## src/rtl/stb_sample_acc.sv

```systemverilog
// stb_sample_acc: counts strobe events and the comparator level sampled with
// each one, from stb_i/cmp_i that arrive asynchronously. An acquisition of
// nsamp_i strobes returns ones/total through a valid/ready handshake.
// Optional macro STB_SAMPLE_TIMEOUT_EN adds a watchdog. The watchdog ends a
// stalled acquisition with err_o set and the partial counts.
module stb_sample_acc #(
  parameter int unsigned CNT_WIDTH      = 16,
  parameter int unsigned TIMEOUT_CYCLES = 1048576
) (
  input  logic                 clk_i,
  input  logic                 rst_i,
  input  logic                 stb_i,
  input  logic                 gen_rdy_i,
  input  logic                 cmp_i,
  input  logic                 start_i,
  input  logic                 abort_i,
  input  logic [CNT_WIDTH-1:0] nsamp_i,
  output logic                 busy_o,
  output logic                 valid_o,
  input  logic                 ready_i,
  output logic [CNT_WIDTH-1:0] ones_o,
  output logic [CNT_WIDTH-1:0] total_o,
  output logic                 err_o
);

  typedef enum logic [1:0] {
    S_IDLE     = 2'd0,
    S_WAIT_RDY = 2'd1,
    S_ACC      = 2'd2,
    S_DONE     = 2'd3
  } state_t;

  // synchronizers and event pipeline
  logic r_stb_s1, r_stb_s2, r_stb_s3;
  logic r_cmp_s1, r_cmp_s2;
  logic r_evt, r_evt_cmp;
  logic w_evt;

  // control and result registers
  state_t               r_state, w_state_nxt;
  logic                 r_busy, w_busy_nxt;
  logic                 r_valid, w_valid_nxt;
  logic [CNT_WIDTH-1:0] r_ones, w_ones_nxt;
  logic [CNT_WIDTH-1:0] r_total, w_total_nxt;
  logic [CNT_WIDTH-1:0] r_nsamp, w_nsamp_nxt;
  logic [CNT_WIDTH-1:0] w_total_inc;

`ifdef STB_SAMPLE_TIMEOUT_EN
  localparam int unsigned WD_W = $clog2(TIMEOUT_CYCLES + 1);
  logic            r_err, w_err_nxt;
  logic [WD_W-1:0] r_wdog, w_wdog_nxt;
  logic            w_to;
  logic            w_cnt_evt;
`endif

  // A rising edge on the second sync stage is an event. cmp is taken from the
  // same stage, so the counted level is the one captured with the strobe.
  assign w_evt       = r_stb_s2 & ~r_stb_s3;
  assign w_total_inc = r_total + CNT_WIDTH'(1);

  // Two-flop synchronizers, then one register stage that holds the event
  // and its cmp level. Counters therefore update on the 3rd edge after
  // capture.
  always_ff @(posedge clk_i) begin
    if (rst_i) begin
      r_stb_s1  <= 1'b0;
      r_stb_s2  <= 1'b0;
      r_stb_s3  <= 1'b0;
      r_cmp_s1  <= 1'b0;
      r_cmp_s2  <= 1'b0;
      r_evt     <= 1'b0;
      r_evt_cmp <= 1'b0;
    end else begin
      r_stb_s1  <= stb_i;
      r_stb_s2  <= r_stb_s1;
      r_stb_s3  <= r_stb_s2;
      r_cmp_s1  <= cmp_i;
      r_cmp_s2  <= r_cmp_s1;
      r_evt     <= w_evt;
      r_evt_cmp <= r_cmp_s2;
    end
  end

`ifdef STB_SAMPLE_TIMEOUT_EN
  assign w_to      = (r_wdog == WD_W'(TIMEOUT_CYCLES - 1));
  assign w_cnt_evt = (r_state == S_ACC) && gen_rdy_i && r_evt;
`endif

  // State register and registered outputs
  always_ff @(posedge clk_i) begin
    if (rst_i) begin
      r_state <= S_IDLE;
      r_busy  <= 1'b0;
      r_valid <= 1'b0;
      r_ones  <= '0;
      r_total <= '0;
      r_nsamp <= '0;
`ifdef STB_SAMPLE_TIMEOUT_EN
      r_err   <= 1'b0;
      r_wdog  <= '0;
`endif
    end else begin
      r_state <= w_state_nxt;
      r_busy  <= w_busy_nxt;
      r_valid <= w_valid_nxt;
      r_ones  <= w_ones_nxt;
      r_total <= w_total_nxt;
      r_nsamp <= w_nsamp_nxt;
`ifdef STB_SAMPLE_TIMEOUT_EN
      r_err   <= w_err_nxt;
      r_wdog  <= w_wdog_nxt;
`endif
    end
  end

  // Next-state and next-output logic; abort overrides everything
  always_comb begin
    w_state_nxt = r_state;
    w_valid_nxt = r_valid;
    w_ones_nxt  = r_ones;
    w_total_nxt = r_total;
    w_nsamp_nxt = r_nsamp;
`ifdef STB_SAMPLE_TIMEOUT_EN
    w_err_nxt   = r_err;
    w_wdog_nxt  = '0;
`endif

    case (r_state)
      S_IDLE: begin
        if (start_i && (nsamp_i != '0)) begin
          w_nsamp_nxt = nsamp_i;
          w_ones_nxt  = '0;
          w_total_nxt = '0;
`ifdef STB_SAMPLE_TIMEOUT_EN
          w_err_nxt   = 1'b0;
`endif
          w_state_nxt = S_WAIT_RDY;
        end
      end
      S_WAIT_RDY: begin
        if (gen_rdy_i) begin
          w_state_nxt = S_ACC;
        end
`ifdef STB_SAMPLE_TIMEOUT_EN
        else if (w_to) begin
          w_err_nxt   = 1'b1;
          w_valid_nxt = 1'b1;
          w_state_nxt = S_DONE;
        end
`endif
      end
      S_ACC: begin
        if (!gen_rdy_i) begin
          w_ones_nxt  = '0;
          w_total_nxt = '0;
          w_state_nxt = S_WAIT_RDY;
        end else if (r_evt) begin
          w_total_nxt = w_total_inc;
          w_ones_nxt  = r_ones + CNT_WIDTH'(r_evt_cmp);
          if (w_total_inc == r_nsamp) begin
            w_valid_nxt = 1'b1;
            w_state_nxt = S_DONE;
          end
        end
`ifdef STB_SAMPLE_TIMEOUT_EN
        else if (w_to) begin
          w_err_nxt   = 1'b1;
          w_valid_nxt = 1'b1;
          w_state_nxt = S_DONE;
        end
`endif
      end
      S_DONE: begin
        if (ready_i) begin
          w_valid_nxt = 1'b0;
          w_state_nxt = S_IDLE;
        end
      end
      default: begin
        w_state_nxt = S_IDLE;
      end
    endcase

    if (abort_i) begin
      w_state_nxt = S_IDLE;
      w_valid_nxt = 1'b0;
      w_ones_nxt  = '0;
      w_total_nxt = '0;
    end

`ifdef STB_SAMPLE_TIMEOUT_EN
    // Watchdog restarts on entry to WAIT_RDY/ACC and on each counted event
    if ((w_state_nxt == S_WAIT_RDY) || (w_state_nxt == S_ACC)) begin
      if ((w_state_nxt != r_state) || w_cnt_evt) begin
        w_wdog_nxt = '0;
      end else begin
        w_wdog_nxt = r_wdog + WD_W'(1);
      end
    end
`endif

    w_busy_nxt = (w_state_nxt != S_IDLE);
  end

  assign busy_o  = r_busy;
  assign valid_o = r_valid;
  assign ones_o  = r_ones;
  assign total_o = r_total;
`ifdef STB_SAMPLE_TIMEOUT_EN
  assign err_o   = r_err;
`else
  assign err_o   = 1'b0;
`endif

endmodule
```

## config.mk

```make
export PLATFORM = sky130hd
export DESIGN_NAME = stb_sample_acc
export DESIGN_NICKNAME = d
export VERILOG_FILES = /design/src/rtl/stb_sample_acc.sv
export SDC_FILE = /design/constraint.sdc
export NUM_CORES = 1
export LEC_CHECK = 0
export ABC_AREA = 1
export BUFFER_PORTS_ARGS = -buffer_cell sky130_fd_sc_hd__buf_4
export CAP_MARGIN = 20
export CELL_PAD_IN_SITES_DETAIL_PLACEMENT = 0
export CELL_PAD_IN_SITES_GLOBAL_PLACEMENT = 1
export CORE_MARGIN = 8
export CORE_UTILIZATION = 40
export DETAILED_ROUTE_END_ITERATION = 16
export GPL_ROUTABILITY_DRIVEN = 0
export PLACE_DENSITY = 0.86
export REMOVE_ABC_BUFFERS = 1
export SYNTH_ARGS = -nofsm -noshare
export SYNTH_HDL_FRONTEND = slang
export SYNTH_SLANG_ARGS = --single-unit
```

## constraint.sdc

```tcl
create_clock -name clk_i -period 5.6 [get_ports clk_i]
set_clock_uncertainty 0.1 [all_clocks]
set_input_delay 0 -clock clk_i [delete_from_list [all_inputs] [get_ports clk_i]]
set_output_delay 0 -clock clk_i [all_outputs]
set_load 0.03 [all_outputs]
```

; ---- Word level (Yosys, flattened, before mapping)
; Cells that the tools add are included.
[totals]
wordCells = 57
output_inout_bits = 35
in_bits = 24
regBits = 59
[op_classes]
n_mux = 20
reduce_logical = 10
add_sub_neg = 2
bitwise_logic = 2
n_eq_ne = 10
[ops]
columns = operator, count
row1 = two-way mux 16 bit, 5
row2 = one-hot mux 16 bit (2 select lines), 2
row3 = adder 16 x 1 -> 16 bit, 1
row4 = adder 16 x 1 -> 16 bit (second input constant), 1
row5 = equality test 16 bit, 1
row6 = nonzero test 16 bit, 1
row7 = two-way mux 2 bit, 7
row8 = != test 2 bit (second input constant), 5
row9 = one-hot mux 2 bit (4 select lines), 1
row10 = nonzero test 2 bit, 3
row11 = AND reduction 5 bit, 1
row12 = equality test 2 bit (second input constant), 2
row13 = two-way mux 1 bit, 4
row14 = != test 3 bit (second input constant), 1
row15 = AND reduction 3 bit, 1
row16 = equality test 2 x 1 -> 1 bit (second input constant), 1
row17 = logical NOT 2 bit, 1
row18 = one-hot mux 1 bit (2 select lines), 1
row19 = AND reduction 2 bit, 1
row20 = OR reduction 2 bit, 1
row21 = AND 1 bit, 1
row22 = logical AND 1 bit, 1
row23 = NOT 1 bit, 1

; ---- Logic depth before layout (Yosys ltp)
; Gate-level depths: netlist of the first run.
[logic_depth]
depth_word = 8
mapped_depth = 15
depth_no_buf = 15

; ---- Worst setup path before layout of the first run
; No wires, ideal clock.
[synth_path]
kind = register to register
start = register r_ones[0], in the netlist ones_o[0]
end = register r_ones[10], in the netlist ones_o[10]
path_stages_with_launch = 12
setup_slack_ns = 3.479
arrival_time_ns = 1.950
t_required_ns = 5.430
cell_sequence = dfxtp_1 > ha_1 > ha_1 > nand2_1 > nor2_1 > inv_1 > nor4_2 > nand2_1 > xor2_1 > nor3_1 > nand2_1 > a21oi_1
[synth_between]
elab_chain_cells = 4
[synth_lines]
columns = element, line_no
row1 = "start, declared", 43  ; logic [CNT_WIDTH-1:0] r_ones, w_ones_nxt;
row2 = "start signal, assigned", 106  ; r_ones <= w_ones_nxt;
row3 = adder 16 x 1 -> 16 bit, 159  ; w_ones_nxt = r_ones + CNT_WIDTH'(r_evt_cmp);
row4 = two-way mux 16 bit, 157  ; end else if (r_evt) begin
row5 = two-way mux 16 bit, 153  ; if (!gen_rdy_i) begin
row6 = one-hot mux 16 bit (2 select lines), 128  ; case (r_state)
; Every way passes these cells. The select of a mux whose other input is x is not followed.
; A chain may end at the register's enable or synchronous reset.

; ---- Worst setup path in the final report of the first run
[layout_path]
start = input port nsamp_i[8]
end = register r_total[15], in the netlist total_o[15]
[layout_between]
elab_chain_cells = 4
[layout_lines]
columns = element, line_no
row1 = "start, declared", 17  ; input logic [CNT_WIDTH-1:0] nsamp_i,
row2 = nonzero test 16 bit, 130  ; if (start_i && (nsamp_i != '0)) begin
row3 = logical AND 1 bit, 130
row4 = != test 2 bit (no source line), n/a
row5 = AND reduction 3 bit (no source line), n/a
row6 = "end signal, assigned", 107  ; r_total <= w_total_nxt;
row7 = "end, declared", 44  ; logic [CNT_WIDTH-1:0] r_total, w_total_nxt;
; Every way passes these cells.

==> metrics.txt, run 1 <==
largest net degree at the start of global routing 33; die area 11400 um2; post-synthesis cell count 496; I/O pin count 59; count leader, synth nand2_1; fin crit share 0.584; NumNets Final 615; vias in the first global route 3249; post-synth cell types 34; Sw Ratio 0.275; clock-pin slew on the worst setup and hold paths 0.06 ns; layout cell share with drive strength beyond 1 0.144; number of flops mapped to enable cells by yosys 0; P_sw 0.255 mW; non-filler cells in the finished layout 695; WP data required 5.75 ns; dpl ws 2.55 ns; RSZ-0062 raised after global routing false; Final Max Tran Viols 0; Clk pwr share 0.347; CP Max Fanout 32; Final HPWL DP 6760 um; largest area contributor in the netlist dfxtp_1; Synth area leaders dfxtp_1, nand2_1, nand3_1; R2R setup slack 2.69 ns; DIE WIDTH 107 um; internal power 0.671 mW; CTS root buffer clkbuf_8; Port Buffers 57; setup TNS 0 ns; Placeable Area 8130 um2; routed length per instance 13.7 um; CTS tree done; cell area power density 213 nW/um2; status finished clean; Initial Util 0.407; max cap viols 0; Setup Viol. Count Final 0; Final Critical Period 3.27 ns; total CTS buffers 9; Max Root-Sink Buffers 2; Hold Path Depth 4; H-tree depth 3; Final Hold Viols 0; Starting DRT DRC Count 183; synthesized area per cell 6.68 um2; synth warn 0; synthesized area 3310 um2; peak supply drop 94.5 uV; WP data arrival 3.42 ns; DR vias 3487; Placed Area 3800 um2; Yosys reg bits 59; Filler cells 818; routed wire length 9500 um; top post-synthesis cells by count nand2_1, inv_1, dfxtp_1; FP Rows 33; Crit. End Element flop; Reg2Reg Depth 8; critical setup path kind in2reg; Worst setup SP type primary input; Hold Path Class in2reg; sequential element share of the synthesized area 0.357; area grow syn2layout 30.9%; Worst Tran Pin Value 1.02 ns; initial antenna violation count 0; Skew-Pair Late Insertion Delay 0.33 ns; Via density 5.02; dpl cells 643; ys async rst share 0; All-Layer GR Usage 0.173; Post-CTS Setup Bufs 0; GRT overflow 0; Die Ht 107 um; iteration count of the initial detailed-routing pass 4; sequential group share of total power 0.489; post-synth top area share 0.357; DRC 0; final worst slack 2.33 ns; first-pass GRT wire length 16000 um; fmax 306 MHz; DRT antenna net count 0; slew margin rel. 0.316; TritonCTS Sinks 59; n_diodes 0; Combinational Power Share 0.164; Final Cell Area 4340 um2; leakage 1.80 nW; Post-synth top flop dfxtp_1
[layout make-up]
type / count / area, um2 / share of cell area
sequential: 59 / 1180 / 0.272
clock buffer: 13 / 149 / 0.0343
inverter: 64 / 240 / 0.0554
timing repair buffer: 96 / 818 / 0.189
tap: 105 / 131 / 0.0303
multi-input combinational: 358 / 1820 / 0.419
[final timing paths]
| kind | from | endpoint |
|---|---|---|
| hold reg to reg | r_stb_s3 | r_evt |
| setup reg to reg | r_state[0] | ones_o[4] |
| hold / removal | ready_i | valid_o |
| setup / recovery | nsamp_i[8] | total_o[15] |
[critical path: stages]
cell           delay, ns
dlygate4sd3_1       0.54
buf_4               0.14
nor4_1              0.34
nand2_1             0.11
nor2_1              0.12
nor2_1              0.09
nand2_1             0.76
nand2_1             0.15
nand2_2             0.54
nand2_2             0.39
o22ai_1             0.25
[power by group through the flow]
stage	Clock [mW]	Combinational [mW]	Sequential [mW]
finish	0.321	0.152	0.452
global route	0.352	0.168	0.454
CTS	0.330	0.152	0.452
detailed placement	0	0.125	0.461
global placement	0	0.124	0.461
floorplan	0	0.0680	0.469
[what timing repair did]
action | 4_1_cts | 5_1_grt
hold buffers | 39 | 0
endpoints found under the hold margin | 27 | 0
resized for setup | 0 | 0
[metrics by stage]
step                      total power [mW]  utilization  hold WS, ns
after floorplan                      0.537            -      -0.0309
after global placement               0.585        0.467        0.101
after detailed placement             0.587        0.467        0.109
after CTS                            0.933        0.533       0.0173
after global routing                 0.974        0.533       0.0426
final                                0.925        0.533       0.0139
[flip-flops by register name, summed over array words and instances, names as in the netlist]
name	flops
busy_o	1
ones_o	16
r_cmp_s1	1
r_cmp_s2	1
r_evt	1
r_evt_cmp	1
r_nsamp	16
r_state	2
r_stb_s1	1
r_stb_s2	1
r_stb_s3	1
total_o	16
valid_o	1
[layout by cell type (no fill, tap or decap)]
| cell | instances |
|---|---|
| nand2_2 | 4 |
| o22ai_1 | 1 |
| nor3_1 | 21 |
| xor2_1 | 8 |
| inv_1 | 62 |
| buf_4 | 57 |
| nand3b_1 | 1 |
| nor4_2 | 1 |
| nand4_1 | 11 |
| nor2_4 | 4 |
| nor3_2 | 1 |
| o21ai_1 | 1 |
| clkbuf_1 | 3 |
| o21ai_2 | 1 |
| nor2_8 | 1 |
| nor2_1 | 58 |
| xnor3_4 | 1 |
| conb_1 | 1 |
| a31oi_1 | 1 |
| dlygate4sd3_1 | 39 |
| nor3b_1 | 1 |
| a22oi_1 | 12 |
| xnor2_1 | 3 |
| clkbuf_8 | 10 |
| nand3_1 | 58 |
| nor4_1 | 2 |
| inv_2 | 2 |
| o21ai_0 | 6 |
| nand2_4 | 1 |
| nand2_1 | 116 |
| dfxtp_1 | 59 |
| a21oi_1 | 24 |
| ha_1 | 3 |
| nor2_2 | 2 |
| a211oi_1 | 14 |
[logic make-up (layout without fill, tap and decap cells)]
logic type / count (synthesis) / in the layout / share of synthesized area
flops: 59 / 59 / 0.357
fa+ha+maj: 3 / 3 / 0.0113
other cells: 1 / 1 / 0.00113
xor+xnor: 12 / 12 / 0.0370
buf+inv: 79 / 173 / 0.0948
compound gates: 60 / 60 / 0.112
simple gates: 282 / 282 / 0.387
[metal layers]
layer | vias up | global-route usage | part of all wire
li1 | 1808 | - | -
met1 | 1598 | 0.238 | 0.49
met2 | 76 | 0.263 | 0.45
met3 | 5 | 0.0456 | 0.055
met4 | 0 | 0.0382 | 0.0082
met5 | - | 0 | 0
Power figures use the tool's default switching activity.
==> run 2, diff against run 1 <==
Settings changed: CORE_UTILIZATION 40 to 35, PLACE_DENSITY 0.86 to 0.8.
Clock period 5.6 ns to 2.7 ns, I/O delays scaled along.
==> metrics.txt, run 2 (same netlist as run 1, synthesis figures left out) <==
status finished clean; Port Buffers 57 (unchanged); DIE WIDTH 113 um (+5.9%); DR vias 3524 (+1.1%); fmax 403 MHz; Worst setup SP type primary input; Reg2Reg Capture Point ones_o[14]; origin of the critical flop-to-flop path ones_o[0]; area grow syn2layout 33.0%; Worst Setup SP nsamp_i[8]; commonest non-fill, non-tap cells in the layout nand2_1, inv_1, buf_4; routed wire length 10000 um (+5.8%); Max Root-Sink Buffers 2 (unchanged); RSZ-0062 raised after global routing false; initial antenna violation count 0 (unchanged); largest net degree at the start of global routing 31 (-6.1%); Sw Ratio 0.293 (+0.0176); Hold Path Class in2reg; commonest non-fill, non-tap cell in the layout nand2_1; CTS root buffer clkbuf_8; dpl cells 652 (+1.4%); Post-CTS Setup Bufs 0 (unchanged); WP data arrival 2.61 ns (-0.81 ns); iteration count of the initial detailed-routing pass 4 (unchanged); leakage 1.83 nW (+1.6%); GRT overflow 0 (unchanged); final core occ 0.479 (-0.0541); internal power 1.40 mW (+110%); Starting DRT DRC Count 236 (+29%); CP Max Fanout 4 (-88%); clock-pin slew on the worst setup and hold paths 0.08 ns (+0.02 ns); Min-Delay Endpoint r_state[0]; first-pass GRT wire length 16300 um (+1.9%); max cap viols 0 (unchanged); All-Layer GR Usage 0.160 (-0.0134); Combinational Power Share 0.163 (about the same); critical setup path kind in2reg; sequential group share of total power 0.474 (-0.015); peak supply drop 267 uV (+180%); Final Max Tran Viols 0 (unchanged); P_sw 0.579 mW (+130%); vias in the first global route 3288 (+1.2%); slew margin rel. 0.650 (+0.334); total CTS buffers 9 (unchanged); Setup Viol. Count Final 0 (unchanged); R2R setup slack 0.43 ns (-2.26 ns); n_diodes 0 (unchanged); routed length per instance 14.2 um (+3.9%); Final Hold Viols 0 (unchanged); worst hold start ready_i; DRT antenna net count 0 (unchanged); I/O pin count 59 (unchanged); Placeable Area 9200 um2 (+13%); fin crit share 0.919; Skew-Pair Late Insertion Delay 0.35 ns (+0.02 ns); Clk pwr share 0.363 (+0.016); layout cell share with drive strength beyond 1 0.156 (+0.0117); WP data required 2.83 ns (-2.92 ns); Worst Tran Pin Value 0.524 ns (-0.499 ns); TritonCTS Sinks 59 (unchanged); non-filler cells in the finished layout 708 (+1.9%); H-tree depth 3 (unchanged); Final HPWL DP 7120 um (+5.3%); Die Ht 113 um (+5.9%); setup TNS 0 ns (unchanged); Crit. End Element flop; Final Critical Period 2.48 ns; FP Rows 35 (+6.1%); die area 12800 um2 (+12%); NumNets Final 620 (+0.81%); CTS tree done; Via density 4.98 (-0.79%); Reg2Reg Depth 11 (+3); cell area power density 449 nW/um2 (+110%); DRC 0 (unchanged); Initial Util 0.360 (-0.0470); Hold Path Depth 6 (+2)
==> run 2: power by group through the flow <==
| stage | logic, mW | registers [mW] | clock network [mW] |
|---|---|---|---|
| 6_report | 0.322 | 0.938 | 0.717 |
| 5_1_grt | 0.355 | 0.943 | 0.784 |
| 4_1_cts | 0.321 | 0.938 | 0.730 |
| 3_5_place_dp | 0.264 | 0.958 | 0 |
| 3_3_place_gp | 0.260 | 0.957 | 0 |
| 2_1_floorplan | 0.141 | 0.973 | 0 |
==> run 2: worst max path at each step <==
| stage | to | slack [ns] |
|---|---|---|
| after global placement | ones_o[10] | 0.47 |
| final | r_nsamp[0] | 0.22 |
| after CTS | r_nsamp[0] | 0.30 |
| after detailed placement | ones_o[14] | 0.46 |
| after floorplan | ones_o[4] | 0.55 |
| after global routing | r_nsamp[0] | 0.02 |
==> run 2: cell type report <==
type	count	area (um2)
tap	111	139
inverter	64	240
sequential	59	1180
multi-input combinational	358	1820
clock inverter	5	30.0
timing repair buffer	101	861
fill	926	4790
clock buffer	10	138
==> run 2: per-stage QoR <==
stage	hold WS [ns]	instance area (um2)	power [mW]	setup slack, ns
detailed placement	0.107	3830	1.22	0.462
floorplan	-0.0309	3240	1.11	0.547
global placement	0.109	3830	1.22	0.467
CTS	0.0130	4410	1.99	0.296
finish	0.0142	4410	1.98	0.218
global route	0.0436	4410	2.08	0.0186
==> run 2: timing repair <==
item	in CTS	in global routing
gates resized for setup	0	0
endpoints found under the setup margin	0	0
endpoints found under the hold margin	27	0
hold buffers	41	0
==> run 2: metal layers <==
| metal | track usage | vias to the layer above | wire, um |
|---|---|---|---|
| li1 | - | 1823 | - |
| met1 | 0.197 | 1609 | 4730 |
| met2 | 0.260 | 82 | 4690 |
| met3 | 0.0442 | 10 | 515 |
| met4 | 0.0560 | 0 | 116 |
| met5 | 0 | - | 0 |
==> run 2: critical path, cell delays in order <==
cell and delay, ns:
dlygate4sd3_1 0.54, buf_4 0.14, nor4_1 0.31, nand2_1 0.15, nor2_1 0.11, nor2_1 0.09
nand3_1 0.08, dlygate4sd3_1 0.55, a21oi_1 0.07, dlygate4sd3_1 0.57
